[src/rtl/alu_issue_pkg.sv]
// Shared constants for the ALU issue controller: ALU operation codes,
// LEGv8 ALUOp values, R-type opcode constants and the FSM state encoding.
package alu_issue_pkg;

  // ALU operation codes presented on alu_operation
  localparam logic [2:0] ALU_NOP  = 3'b000;
  localparam logic [2:0] ALU_SUB  = 3'b001;
  localparam logic [2:0] ALU_ADD  = 3'b010;
  localparam logic [2:0] ALU_DIV  = 3'b011;
  localparam logic [2:0] ALU_MUL  = 3'b100;
  localparam logic [2:0] ALU_PASS = 3'b101;

  // LEGv8 ALUOp values from the main control unit
  localparam logic [1:0] ALUOP_LDST  = 2'b00;
  localparam logic [1:0] ALUOP_CBZ   = 2'b01;
  localparam logic [1:0] ALUOP_RTYPE = 2'b10;
  localparam logic [1:0] ALUOP_ILL   = 2'b11;

  // R-type opcodes, instr[31:21]
  localparam logic [10:0] OPC_ADD = 11'b10001011000;
  localparam logic [10:0] OPC_SUB = 11'b11001011000;
  localparam logic [10:0] OPC_MUL = 11'b10011011000;
  localparam logic [10:0] OPC_DIV = 11'b10011010110;

  // Issue FSM state encoding
  typedef enum logic [1:0] {
    ST_IDLE = 2'b00,
    ST_EXEC = 2'b01,
    ST_RESP = 2'b10
  } alu_issue_state_e;

endpackage

[src/rtl/alu_op_decode.sv]
// Combinational ALUOp/opcode to ALU operation decoder. Unknown encodings
// raise illegal and leave the operation at NOP.
module alu_op_decode
  import alu_issue_pkg::*;
(
  input  logic [1:0]  aluop,
  input  logic [10:0] opcode,
  output logic [2:0]  alu_operation,
  output logic        illegal
);

  // Decode ALUOp first; R-type instructions are refined by opcode
  always_comb begin
    alu_operation = ALU_NOP;
    illegal       = 1'b0;
    case (aluop)
      ALUOP_LDST: alu_operation = ALU_ADD;
      ALUOP_CBZ:  alu_operation = ALU_PASS;
      ALUOP_RTYPE: begin
        case (opcode)
          OPC_ADD: alu_operation = ALU_ADD;
          OPC_SUB: alu_operation = ALU_SUB;
          OPC_MUL: alu_operation = ALU_MUL;
          OPC_DIV: alu_operation = ALU_DIV;
          default: illegal = 1'b1;
        endcase
      end
      default: illegal = 1'b1;
    endcase
  end

endmodule

[src/rtl/alu_issue_ctrl.sv]
// Issue controller for an external multi-cycle ALU. Accepts one request in
// IDLE, drives the ALU for a fixed number of EXEC cycles, then holds the
// captured response in RESP until the consumer takes it.
//
// Handshakes: a transfer happens on a rising edge where valid and ready are
// both high; valid never depends on ready, and a producer holds valid and
// its payload stable until that transfer edge.
module alu_issue_ctrl
  import alu_issue_pkg::*;
#(
  parameter int DATA_W     = 64,
  parameter int SETTLE_CYC = 1,
  parameter int DIV_CYC    = 4
) (
  input  logic              clk,
  input  logic              reset_n,
  input  logic              req_valid,
  output logic              req_ready,
  input  logic [1:0]        req_aluop,
  input  logic [10:0]       req_opcode,
  input  logic [DATA_W-1:0] req_a,
  input  logic [DATA_W-1:0] req_b,
  output logic [DATA_W-1:0] alu_a,
  output logic [DATA_W-1:0] alu_b,
  output logic [2:0]        alu_operation,
  input  logic [DATA_W-1:0] alu_result,
  input  logic              alu_zero,
  output logic              rsp_valid,
  input  logic              rsp_ready,
  output logic [DATA_W-1:0] rsp_result,
  output logic              rsp_zero,
  output logic              rsp_error,
  output alu_issue_state_e  dbg_state
);

  alu_issue_state_e  state_q, state_d;
  logic [3:0]        cnt_q, cnt_d;
  logic [DATA_W-1:0] alu_a_q, alu_a_d;
  logic [DATA_W-1:0] alu_b_q, alu_b_d;
  logic [2:0]        op_q, op_d;
  logic              rsp_valid_q, rsp_valid_d;
  logic [DATA_W-1:0] rsp_result_q, rsp_result_d;
  logic              rsp_zero_q, rsp_zero_d;
  logic              rsp_error_q, rsp_error_d;

  logic [2:0] dec_op;
  logic       dec_illegal;
  logic       div_by_zero;

  alu_op_decode u_decode (
    .aluop         (req_aluop),
    .opcode        (req_opcode),
    .alu_operation (dec_op),
    .illegal       (dec_illegal)
  );

  assign div_by_zero = (dec_op == ALU_DIV) && (req_b == '0);

  // Next-state and datapath register updates for the issue FSM
  always_comb begin
    state_d      = state_q;
    cnt_d        = cnt_q;
    alu_a_d      = alu_a_q;
    alu_b_d      = alu_b_q;
    op_d         = op_q;
    rsp_valid_d  = rsp_valid_q;
    rsp_result_d = rsp_result_q;
    rsp_zero_d   = rsp_zero_q;
    rsp_error_d  = rsp_error_q;
    case (state_q)
      ST_IDLE: begin
        if (req_valid) begin
          alu_a_d = req_a;
          alu_b_d = req_b;
          if (dec_illegal || div_by_zero) begin
            // Nothing for the ALU to do: answer with an error at once
            op_d         = ALU_NOP;
            rsp_valid_d  = 1'b1;
            rsp_result_d = '0;
            rsp_zero_d   = 1'b1;
            rsp_error_d  = 1'b1;
            state_d      = ST_RESP;
          end else begin
            op_d    = dec_op;
            cnt_d   = (dec_op == ALU_DIV) ? 4'(DIV_CYC) : 4'(SETTLE_CYC);
            state_d = ST_EXEC;
          end
        end
      end
      ST_EXEC: begin
        if (cnt_q <= 4'd1) begin
          op_d         = ALU_NOP;
          cnt_d        = 4'd0;
          rsp_valid_d  = 1'b1;
          rsp_result_d = alu_result;
          rsp_zero_d   = alu_zero;
          rsp_error_d  = 1'b0;
          state_d      = ST_RESP;
        end else begin
          cnt_d = cnt_q - 4'd1;
        end
      end
      ST_RESP: begin
        if (rsp_ready) begin
          rsp_valid_d = 1'b0;
          state_d     = ST_IDLE;
        end
      end
      default: begin
        state_d     = ST_IDLE;
        op_d        = ALU_NOP;
        rsp_valid_d = 1'b0;
      end
    endcase
  end

  // State and datapath registers, cleared asynchronously
  always_ff @(posedge clk or negedge reset_n) begin
    if (!reset_n) begin
      state_q      <= ST_IDLE;
      cnt_q        <= 4'd0;
      alu_a_q      <= '0;
      alu_b_q      <= '0;
      op_q         <= ALU_NOP;
      rsp_valid_q  <= 1'b0;
      rsp_result_q <= '0;
      rsp_zero_q   <= 1'b0;
      rsp_error_q  <= 1'b0;
    end else begin
      state_q      <= state_d;
      cnt_q        <= cnt_d;
      alu_a_q      <= alu_a_d;
      alu_b_q      <= alu_b_d;
      op_q         <= op_d;
      rsp_valid_q  <= rsp_valid_d;
      rsp_result_q <= rsp_result_d;
      rsp_zero_q   <= rsp_zero_d;
      rsp_error_q  <= rsp_error_d;
    end
  end

  assign req_ready     = (state_q == ST_IDLE) && reset_n;
  assign alu_a         = alu_a_q;
  assign alu_b         = alu_b_q;
  assign alu_operation = op_q;
  assign rsp_valid     = rsp_valid_q;
  assign rsp_result    = rsp_result_q;
  assign rsp_zero      = rsp_zero_q;
  assign rsp_error     = rsp_error_q;
  assign dbg_state     = state_q;

endmodule

[config.mk]
export PLATFORM = sky130hd
export DESIGN_NAME = alu_issue_ctrl
export DESIGN_NICKNAME = d
export VERILOG_FILES = /design/src/rtl/alu_issue_pkg.sv /design/src/rtl/alu_op_decode.sv /design/src/rtl/alu_issue_ctrl.sv
export SDC_FILE = /design/constraint.sdc
export NUM_CORES = 1
export LEC_CHECK = 0
export BUFFER_PORTS_ARGS = -buffer_cell sky130_fd_sc_hd__buf_4
export CAP_MARGIN = 15
export CORE_MARGIN = 2
export CORE_UTILIZATION = 35
export CTS_CLUSTER_SIZE = 8
export DETAILED_ROUTE_END_ITERATION = 10
export GPL_TIMING_DRIVEN = 0
export PLACE_DENSITY = 0.67
export REMOVE_ABC_BUFFERS = 1
export SLEW_MARGIN = 10
export SYNTH_ARGS = -nofsm -noshare
export SYNTH_HDL_FRONTEND = slang
export SYNTH_SLANG_ARGS = --single-unit
[constraint.sdc]
create_clock -name clk -period 6.39 [get_ports clk]
set_input_delay 0.639 -clock clk [delete_from_list [all_inputs] [get_ports clk]]
set_output_delay 0.639 -clock clk [all_outputs]
set_load 0.05 [all_outputs]
==> impl_metrics.ini, run 1 <==
[global_routing]
grt_pass1_vias = 7869
grt_usage_pct = 20.9
grt_max_degree = 107
grt_pass1_wl_mm = 41.4
antenna_found_initial = 0
grt_overflow = 0

[synthesis]
synth-main-ff-cell = dfrtp_1
ys_warn_count = 0
synth_area_leaders = dfrtp_1 (61%), nand2_1 (21%), o31ai_1 (5.9%), inv_1 (3.0%), clkbuf_1 (1.7%)
synth.most_common_cell = nand2_1
synth_cell_types = 42
yosys.area.top_type = dfrtp_1
synth_area_per_cell_sq_um = 8.99
synth_edf_count = 0
syn-cell-area_sq_um = 8370
synth_seq_area_share_pct = 61.0
synthArstFlopShare_pct = 100
synth_top_area_share_pct = 61.0
ys_ff_latch = 204
synth_common_cells = nand2_1 (458), dfrtp_1 (204), inv_1 (67)
syn_inst = 931

[layout]
nNetsFinal = 1546
n_fill_cell = 2159
antenna_cells = 0
area_growth_pct = 51.0
finalNonFillerCells = 1655
layout-drive-gt1-share_pct = 34.7

[floorplanning]
die_w_um = 159
die_area_sq_um = 25200
core-area_sq_um = 23500
start_util_pct = 35.7
rows = 56
die_y_um = 159
io_pins = 411

[sta]
finalCritPeriodShare_pct = 48.4
slew_violations = 0
final-hold-violation-count = 0
grt_setup_unrepaired = false
setup_viol = 0
fin_ws_ns = 3.30
timing.fmax_mhz = 323
min_period_ns = 3.09
finClkSkew_ns = 0.0227
maxSlewHeadroom_pct = 41.5
worst_slew_pin_slew_ns = 0.870

[power_and_ir_drop]
power.total_mw = 7.72
ir_drop_v = 0.000394
p_leak_nw = 6.73
power_density_nw_per_um2 = 610

[placement]
place.gp.congestion = 0.787
dp.cells = 1622
port_buffers = 410
hpwl_mm = 20.0
preCtsSetupSlack_ns = 2.69

[critical_path]
critPathRequiredTime_ns = 6.81
critPathMaxStageDelay_ns = 0.75
cpMaxStageDelayCell = or4_1
rr_worst_depth = 7
startpoint_type = input port
critPathKind = in -> reg
r2r_end = rsp_result[23]
crit_path_end_kind = register
worstPathArrival_ns = 3.51
r2r_slack_ns = 3.43
path_cells = buf_4 > nor4_1 > nand4_1 > or4_1 > nor3_4 > buf_8 > buf_8 > o31ai_1
crit_path_frequent_cell = buf_8
r2r_start = dbg_state[0]
path_max_fanout = 22

[route]
drcViolationCount = 0
drtPass1Iterations = 6
vias = 7750
wirelength_mm = 27.5
wl_per_cell_um = 16.6
vias_per_cell = 4.68
drt_iter0_drc = 458
antenna_left = 0

[clock_tree]
clk-insertion-delay-late_ns = 0.54
postCtsResizedCells = 0
cts_tree = done
holdBufCountCts = 0
clk_path_buf_depth = 3
cts_buffers = 29
htreeDepth = 1
cts_sinks = 204
cts_root_buf = clkbuf_16
postCtsSetupBuffers = 0
path_clk_slew_ns = 0.05

[min_path]
hp-class = in -> async

[status]
status = finished, final reports clean

[job]
cap_violations = 0
-- logic make-up after synthesis --
group | count (synthesis) | synth area share [%]
buf+inv | 120 | 5.77
flops | 204 | 61.0
fa+ha+maj | 2 | 0.299
simple gates | 508 | 24.3
compound gates | 97 | 8.67
-- state kept, by name, indices dropped and copies added, names as in the netlist --
| register | cells |
|---|---|
| cnt_q | 4 |
| rsp_zero | 1 |
| dbg_state | 2 |
| alu_b | 64 |
| alu_a | 64 |
| rsp_error | 1 |
| rsp_result | 64 |
| alu_operation | 3 |
| rsp_valid | 1 |
-- metal layers --
metal	up-vias	GRT usage [%]	part of all wire [%]
met5	-	0	0
met4	0	5.23	1.9
met3	43	7.81	11
met2	316	37.6	50
met1	3634	23.4	38
li1	3757	-	-
-- through the flow --
stage	hold WS (ns)	TNS, ns	utilization (%)	instance area (sq um)
global placement	0.460	-388.74	49.5	11600
floorplan	0.343	-117.27	-	8140
detailed placement	0.463	0	50.7	11900
CTS	0.164	0	53.9	12600
finish	0.145	0	53.9	12600
global route	0.191	0	53.9	12600
-- layout by cell type (no fill, tap or decap), types with 2 or more instances in the layout --
master / instances
o31a_1: 2
nor2b_1: 4
a32o_1: 2
buf_16: 4
nor3_1: 2
clkbuf_1: 2
nand2_1: 457
inv_1: 67
nand4_1: 4
clkbuf_16: 29
nand2b_1: 2
or4_1: 2
nor3b_1: 2
o31ai_1: 66
o221ai_1: 2
a21o_1: 2
buf_4: 413
buf_12: 2
ha_1: 2
nor2_1: 7
o21ai_0: 5
nor4_1: 16
buf_2: 2
dfrtp_1: 204
a21oi_1: 5
nand4b_1: 2
o32a_1: 2
buf_8: 3
a22oi_1: 3
-- power by group --
group | switching, mW | leakage [nW] | internal [mW]
combinational | 3.01 | 3.79 | 1.18
clock | 0.532 | 0.371 | 0.805
sequential | 0.326 | 2.57 | 1.86
-- worst max path at each step --
stage                 start              to  slack, ns  cells past startpoint
6_report          req_b[12]  rsp_result[23]       3.30                      8
5_1_grt            cnt_q[0]  rsp_result[23]       3.16                     10
4_1_cts           req_b[12]  rsp_result[23]       3.27                      8
3_5_place_dp      req_b[12]   rsp_result[0]       2.69                      8
3_3_place_gp       cnt_q[0]  rsp_result[25]      -5.85                      7
2_1_floorplan  dbg_state[0]        rsp_zero      -1.80                      5
-- area by class of cell --
type,count,area (sq um),share of cell area [%]
Sequential cell,204,5100,40.4
Timing Repair Buffer,425,3320,26.2
Multi-Input combinational cell,607,2820,22.3
Clock buffer,32,747,5.91
Tap cell,319,399,3.16
Inverter,67,251,1.99
Clock inverter,1,8.76,0.0693
-- critical path: cells and delay by family --
kind,cells,cell delay (ns)
buffers and inverters,3,0.58
and+or+nand+nor,4,2.18
AOI/OAI and AO/OA,1,0.09
(Power assumes the default switching activity.)
==> run 2, diff against run 1 <==
- clock period: 6.39 -> 3 ns (I/O delays scaled with it)
==> run 2 against run 1 <==
Design area up 15%. Setup slack worse by 3.0 ns. Highest routed layer unchanged. Clock skew down 0.0014 ns. Register-to-register slack worse by 3.0 ns. Largest power group unchanged.
==> impl_metrics.ini, run 2 (synthesis results as in run 1) <==
[status]
status = finished, final reports clean

[floorplanning]
io_pins = 411
die_area_sq_um = 25200
rows = 56
start_util_pct = 35.7
core-area_sq_um = 23500
die_y_um = 159
die_w_um = 159

[critical_path]
startpoint_type = input port
worstPathArrival_ns = 3.15
crit_path_end_kind = register
path_max_fanout = 22
critPathKind = in -> reg
critPathRequiredTime_ns = 3.42

[clock_tree]
path_clk_slew_ns = 0.05
clk_path_buf_depth = 3
cts_buffers = 29
clk-insertion-delay-late_ns = 0.54
htreeDepth = 1
cts_sinks = 204
cts_tree = done
cts_root_buf = clkbuf_16

[sta]
worst_slew_pin_slew_ns = 0.822
final-hold-violation-count = 0
fin_hold_ws_ns = 0.0337
maxSlewHeadroom_pct = 45.2
grt_setup_unrepaired = false
fin_ws_ns = 0.268
setup_viol = 0
slew_violations = 0
finClkSkew_ns = 0.0214
finalCritPeriodShare_pct = 91.1
min_period_ns = 2.73
timing.fmax_mhz = 366

[layout]
final_common_cell = nand2_1
area_growth_pct = 74.4
n_fill_cell = 1813
layout-drive-gt1-share_pct = 30.5
final_util_pct = 62.2
final_cell_area_sq_um = 14600
seq_area_sq_um = 5100
nNetsFinal = 1741
multiInputGateArea_sq_um = 2840
most-common-layout-cells = nand2_1 (457), buf_4 (415), dfrtp_1 (204)

[global_routing]
grt_max_degree = 107
antenna_found_initial = 1
grt_pass1_vias = 9228
grt_overflow = 0
grt_usage_pct = 23.9
grt_pass1_wl_mm = 47.4

[placement]
post_dp_cell_area_sq_um = 11900
hpwl_mm = 20.0
port_buffers = 410
preCtsSetupSlack_ns = -0.356
place.gp.congestion = 0.787

[route]
wirelength_mm = 32.2
drt_iter0_drc = 457
antenna_left = 0
wl_per_cell_um = 17.4
drcViolationCount = 0
vias_per_cell = 4.73
drtPass1Iterations = 5
vias = 8756

[power_and_ir_drop]
ir_drop_v = 0.000890
p_leak_nw = 7.55
power_density_nw_per_um2 = 1160

[job]
cap_violations = 0

[min_path]
hp-class = in -> reg
[run 2: area by class of cell]
class | instances | area share (%)
antenna | 1 | 0.0171
clock buffer | 32 | 5.11
clock inverter | 1 | 0.0600
inverter | 67 | 1.72
multi-input combinational | 608 | 19.4
sequential | 204 | 35.0
tap | 319 | 2.73
timing repair buffer | 619 | 36.0
[run 2: through the flow]
stage | instances | setup TNS (ns) | power (mW)
6_report | 1851 | 0 | 16.9
5_1_grt | 1851 | 0 | 17.7
4_1_cts | 1847 | 0 | 16.8
3_5_place_dp | 1622 | -15.32 | 13.7
3_3_place_gp | 1607 | -883.73 | 13.6
2_1_floorplan | 878 | -411.72 | 10.6
[run 2: layer usage]
metal  track usage, %  up-vias  wire length [um]  part of all wire, %
met5                0        -                 0                    0
met4             7.72        0               854                  2.7
met3             7.62       68              2970                  9.2
met2             43.9      377             16300                   51
met1             26.1     4159             12000                   37
li1                 -     4152                 -                    -
[run 2: worst paths after layout]
kind	from	end	slack, ns	depth (start not counted)
worst max-delay path	req_b[16]	rsp_result[29]	0.27	9
worst min register to register	alu_a[13]	alu_a[13]	0.47	2
worst min-delay path	alu_result[7]	rsp_result[7]	0.03	3
min in group asynchronous	reset_n	rsp_result[14]	0.39	2
worst max register to register	dbg_state[0]	rsp_result[40]	0.40	6
max in group asynchronous	reset_n	alu_b[9]	1.56	3
[run 2: power breakdown]
group / switching (mW) / internal, mW / total, mW / leakage, nW
clock network: 1.15 / 1.72 / 2.87 / 0.371
registers: 0.742 / 3.97 / 4.71 / 2.57
logic: 6.62 / 2.68 / 9.30 / 4.61
total: 8.51 / 8.37 / 16.9 / 7.55
[run 2: repair_timing]
action                     CTS  global route
hold buffers               192             0
hold endpoints to repair   289             0
gates resized for setup      0             2
setup endpoints to repair    0            58
setup buffers                0             2
[run 2: critical path, cell delays in order]
cell and delay, ns:
dlygate4sd3_1 0.54, buf_4 0.14, nor4_1 0.30, nand4_1 0.22, or4_1 0.75, nor3_4 0.33
buf_8 0.23, buf_8 0.21, o31ai_1 0.10
==> run 3, diff against run 2 <==
- CORE_MARGIN: 2 -> 8
- PLACE_DENSITY: 0.67 -> 0.66
- SYNTH_HIERARCHICAL: not set -> 1
==> run 3 against run 2 <==
Die area rose by 22%. Sequential share of layout area down 0.11 points. Clock skew shrank 0.00092 ns. Core utilization fell by 3.7 points. Cell count barely moved. Clock-buffer cell count shrank 3. Clock power is essentially flat. Critical path type is now reg -> reg. Critical endpoint is now rsp_result[5].
==> impl_metrics.ini, run 3 <==
[layout]
layout-drive-gt1-share_pct = 33.0
n_fill_cell = 2040
final_common_cell = nand2_1
area_growth_pct = 65.6
multiInputGateArea_sq_um = 3470
final_util_pct = 58.5
seq_area_sq_um = 5100
most-common-layout-cells = nand2_1 (457), buf_4 (412), dfrtp_1 (204)
nNetsFinal = 1729
finalNonFillerCells = 1850

[global_routing]
grt_pass1_wl_mm = 55.3
antenna_found_initial = 4
grt_usage_pct = 22.3
grt_max_degree = 102
grt_pass1_vias = 9871
grt_overflow = 0

[clock_tree]
clk_path_buf_depth = 3
cts_sinks = 204
path_clk_slew_ns = 0.05
cts_buffers = 29
cts_tree = done
htreeDepth = 1
postCtsSetupBuffers = 0
clk-insertion-delay-late_ns = 0.53
cts_root_buf = clkbuf_16

[route]
wl_met3_mm = 3.32
drtPass1Iterations = 5
vias_per_cell = 4.99
antenna_left = 0
wirelength_mm = 35.4
vias = 9234
wl_met2_mm = 17.2
top_layer = met4
drcViolationCount = 0
wl_per_cell_um = 19.1
met1Wirelength_mm = 13.8
drt_iter0_drc = 695

[floorplanning]
io_pins = 411
die_w_um = 175
die_area_sq_um = 30600
core-area_sq_um = 25000
rows = 58
die_y_um = 175
start_util_pct = 35.3

[sta]
maxSlewHeadroom_pct = 25.4
timing.fmax_mhz = 363
worst_slew_pin_slew_ns = 1.11
setup_viol = 0
finalCritPeriodShare_pct = 91.9
final-hold-violation-count = 0
grt_setup_unrepaired = false
min_period_ns = 2.76
finClkSkew_ns = 0.0204
setup_tns_ns = 0
slew_violations = 0

[synthesis]
synth_common_cells = nand2_1 (458), dfrtp_1 (204), a22oi_1 (65)
yosys.area.top_type = dfrtp_1
syn_inst = 967
ys_ff_latch = 204
synth.most_common_cell = nand2_1
syn-cell-area_sq_um = 8850
synth_area_leaders = dfrtp_1 (58%), nand2_1 (19%), a22oi_1 (5.5%), o21ai_2 (2.9%), nor4_1 (2.3%)
synthArstFlopShare_pct = 100
ys_warn_count = 6
synth_top_area_share_pct = 57.7
synth-main-ff-cell = dfrtp_1
synth_area_per_cell_sq_um = 9.15
synth_cell_types = 53
synth_seq_area_share_pct = 57.7
synth_edf_count = 0

[placement]
place.gp.congestion = 0.788
port_buffers = 410
dp.cells = 1665
hpwl_mm = 24.6

[power_and_ir_drop]
power.total_mw = 19.6
p_leak_nw = 7.36
power_density_nw_per_um2 = 1330
ir_drop_v = 0.000957

[critical_path]
worstPathArrival_ns = 3.14
r2r_start = dbg_state[0]
crit_path_end_kind = register
critPathMaxStageDelay_ns = 0.54
startpoint_type = register
startpoint = dbg_state[0]
path_cells = nor2b_1 > o31a_1 > nor3_4 > buf_6 > buf_6 > buf_4 > buf_4 > a22oi_1 > o21ai_0
critPathRequiredTime_ns = 3.38
critPathKind = reg -> reg
path_max_fanout = 13
cpMaxStageDelayCell = nor2b_1

[job]
cap_violations = 0

[status]
status = finished, final reports clean

[min_path]
hp-class = in -> reg
min_from = alu_result[23]
-- run 3: cell count changes after synthesis, sizes merged, moves of 4 or more --
cell,previous run,this run
a22oi,3,65
inv,67,7
nand4,4,8
o21ai,6,67
nor4,17,34
a41o,0,4
clkbuf,39,43
o31ai,67,1
-- run 3: worst max-delay path, delay by kind of cell, from the launching register on --
| family | cells | cell delay, ns |
|---|---|---|
| flip-flops | 1 | 0.51 |
| AND/OR/NAND/NOR | 2 | 0.65 |
| buffers and inverters | 4 | 0.75 |
| AO/OA/AOI/OAI | 3 | 0.68 |
-- run 3: repair_timing --
| action | 4_1_cts | 5_1_grt |
|---|---|---|
| setup endpoints to repair | 0 | 4 |
| hold buffers | 151 | 0 |
| endpoints found under the hold margin | 254 | 0 |
| resized for setup | 0 | 2 |
-- run 3: per-stage QoR --
| stage | hold slack (ns) | area, sq um | setup slack [ns] |
|---|---|---|---|
| floorplan | 0.00441 | 8550 | -2.22 |
| global placement | 0.460 | 12000 | -5.37 |
| detailed placement | 0.0994 | 12400 | -0.0865 |
| CTS | 0.00104 | 14600 | 0.0334 |
| global route | 0.0161 | 14700 | 0.0693 |
| finish | 0.0187 | 14700 | 0.243 |
-- run 3: power by group --
group          leakage [nW]  internal [mW]  switching [mW]  total [mW]
clock network         0.372           1.76            1.13        2.89
logic                  4.55           3.42            8.09        11.5
registers              2.44           4.19           0.952        5.15
total                  7.36           9.38            10.2        19.6
-- run 3: cell families after synthesis --
kind of cell,synth area share (%)
buffers and inverters,3.62
AND/OR/NAND/NOR,24.9
multiplexers,0.240
adder cells (fa/ha/maj),0.283
flip-flops,57.7
XOR/XNOR,0.0990
AO/OA/AOI/OAI,13.2
-- run 3: path summary, 6_finish.rpt --
path                                  end  depth (start not counted)  slack [ns]
setup / recovery            rsp_result[5]                          9        0.24
hold / removal             rsp_result[23]                          3        0.02
setup reg to reg            rsp_result[5]                          9        0.24
hold reg to reg                 alu_a[51]                          2        0.47
max in group asynchronous        alu_a[5]                          4        1.67
min in group asynchronous       alu_b[15]                          2        0.18
-- run 3: layer usage --
layer	up-vias	global-route usage [%]
li1	4339	-
met1	4378	25.9
met2	441	38.0
met3	76	7.19
met4	0	8.12
met5	-	0
-- run 3: final cells by class --
cell class	instances	share of cell area, %
inverters	7	0.179
clock buffers	29	4.95
well taps	330	2.82
diodes	4	0.0683
flip-flops and latches	204	34.8
multi-input cells	699	23.7
repair buffers	576	33.3
clock inverters	1	0.205
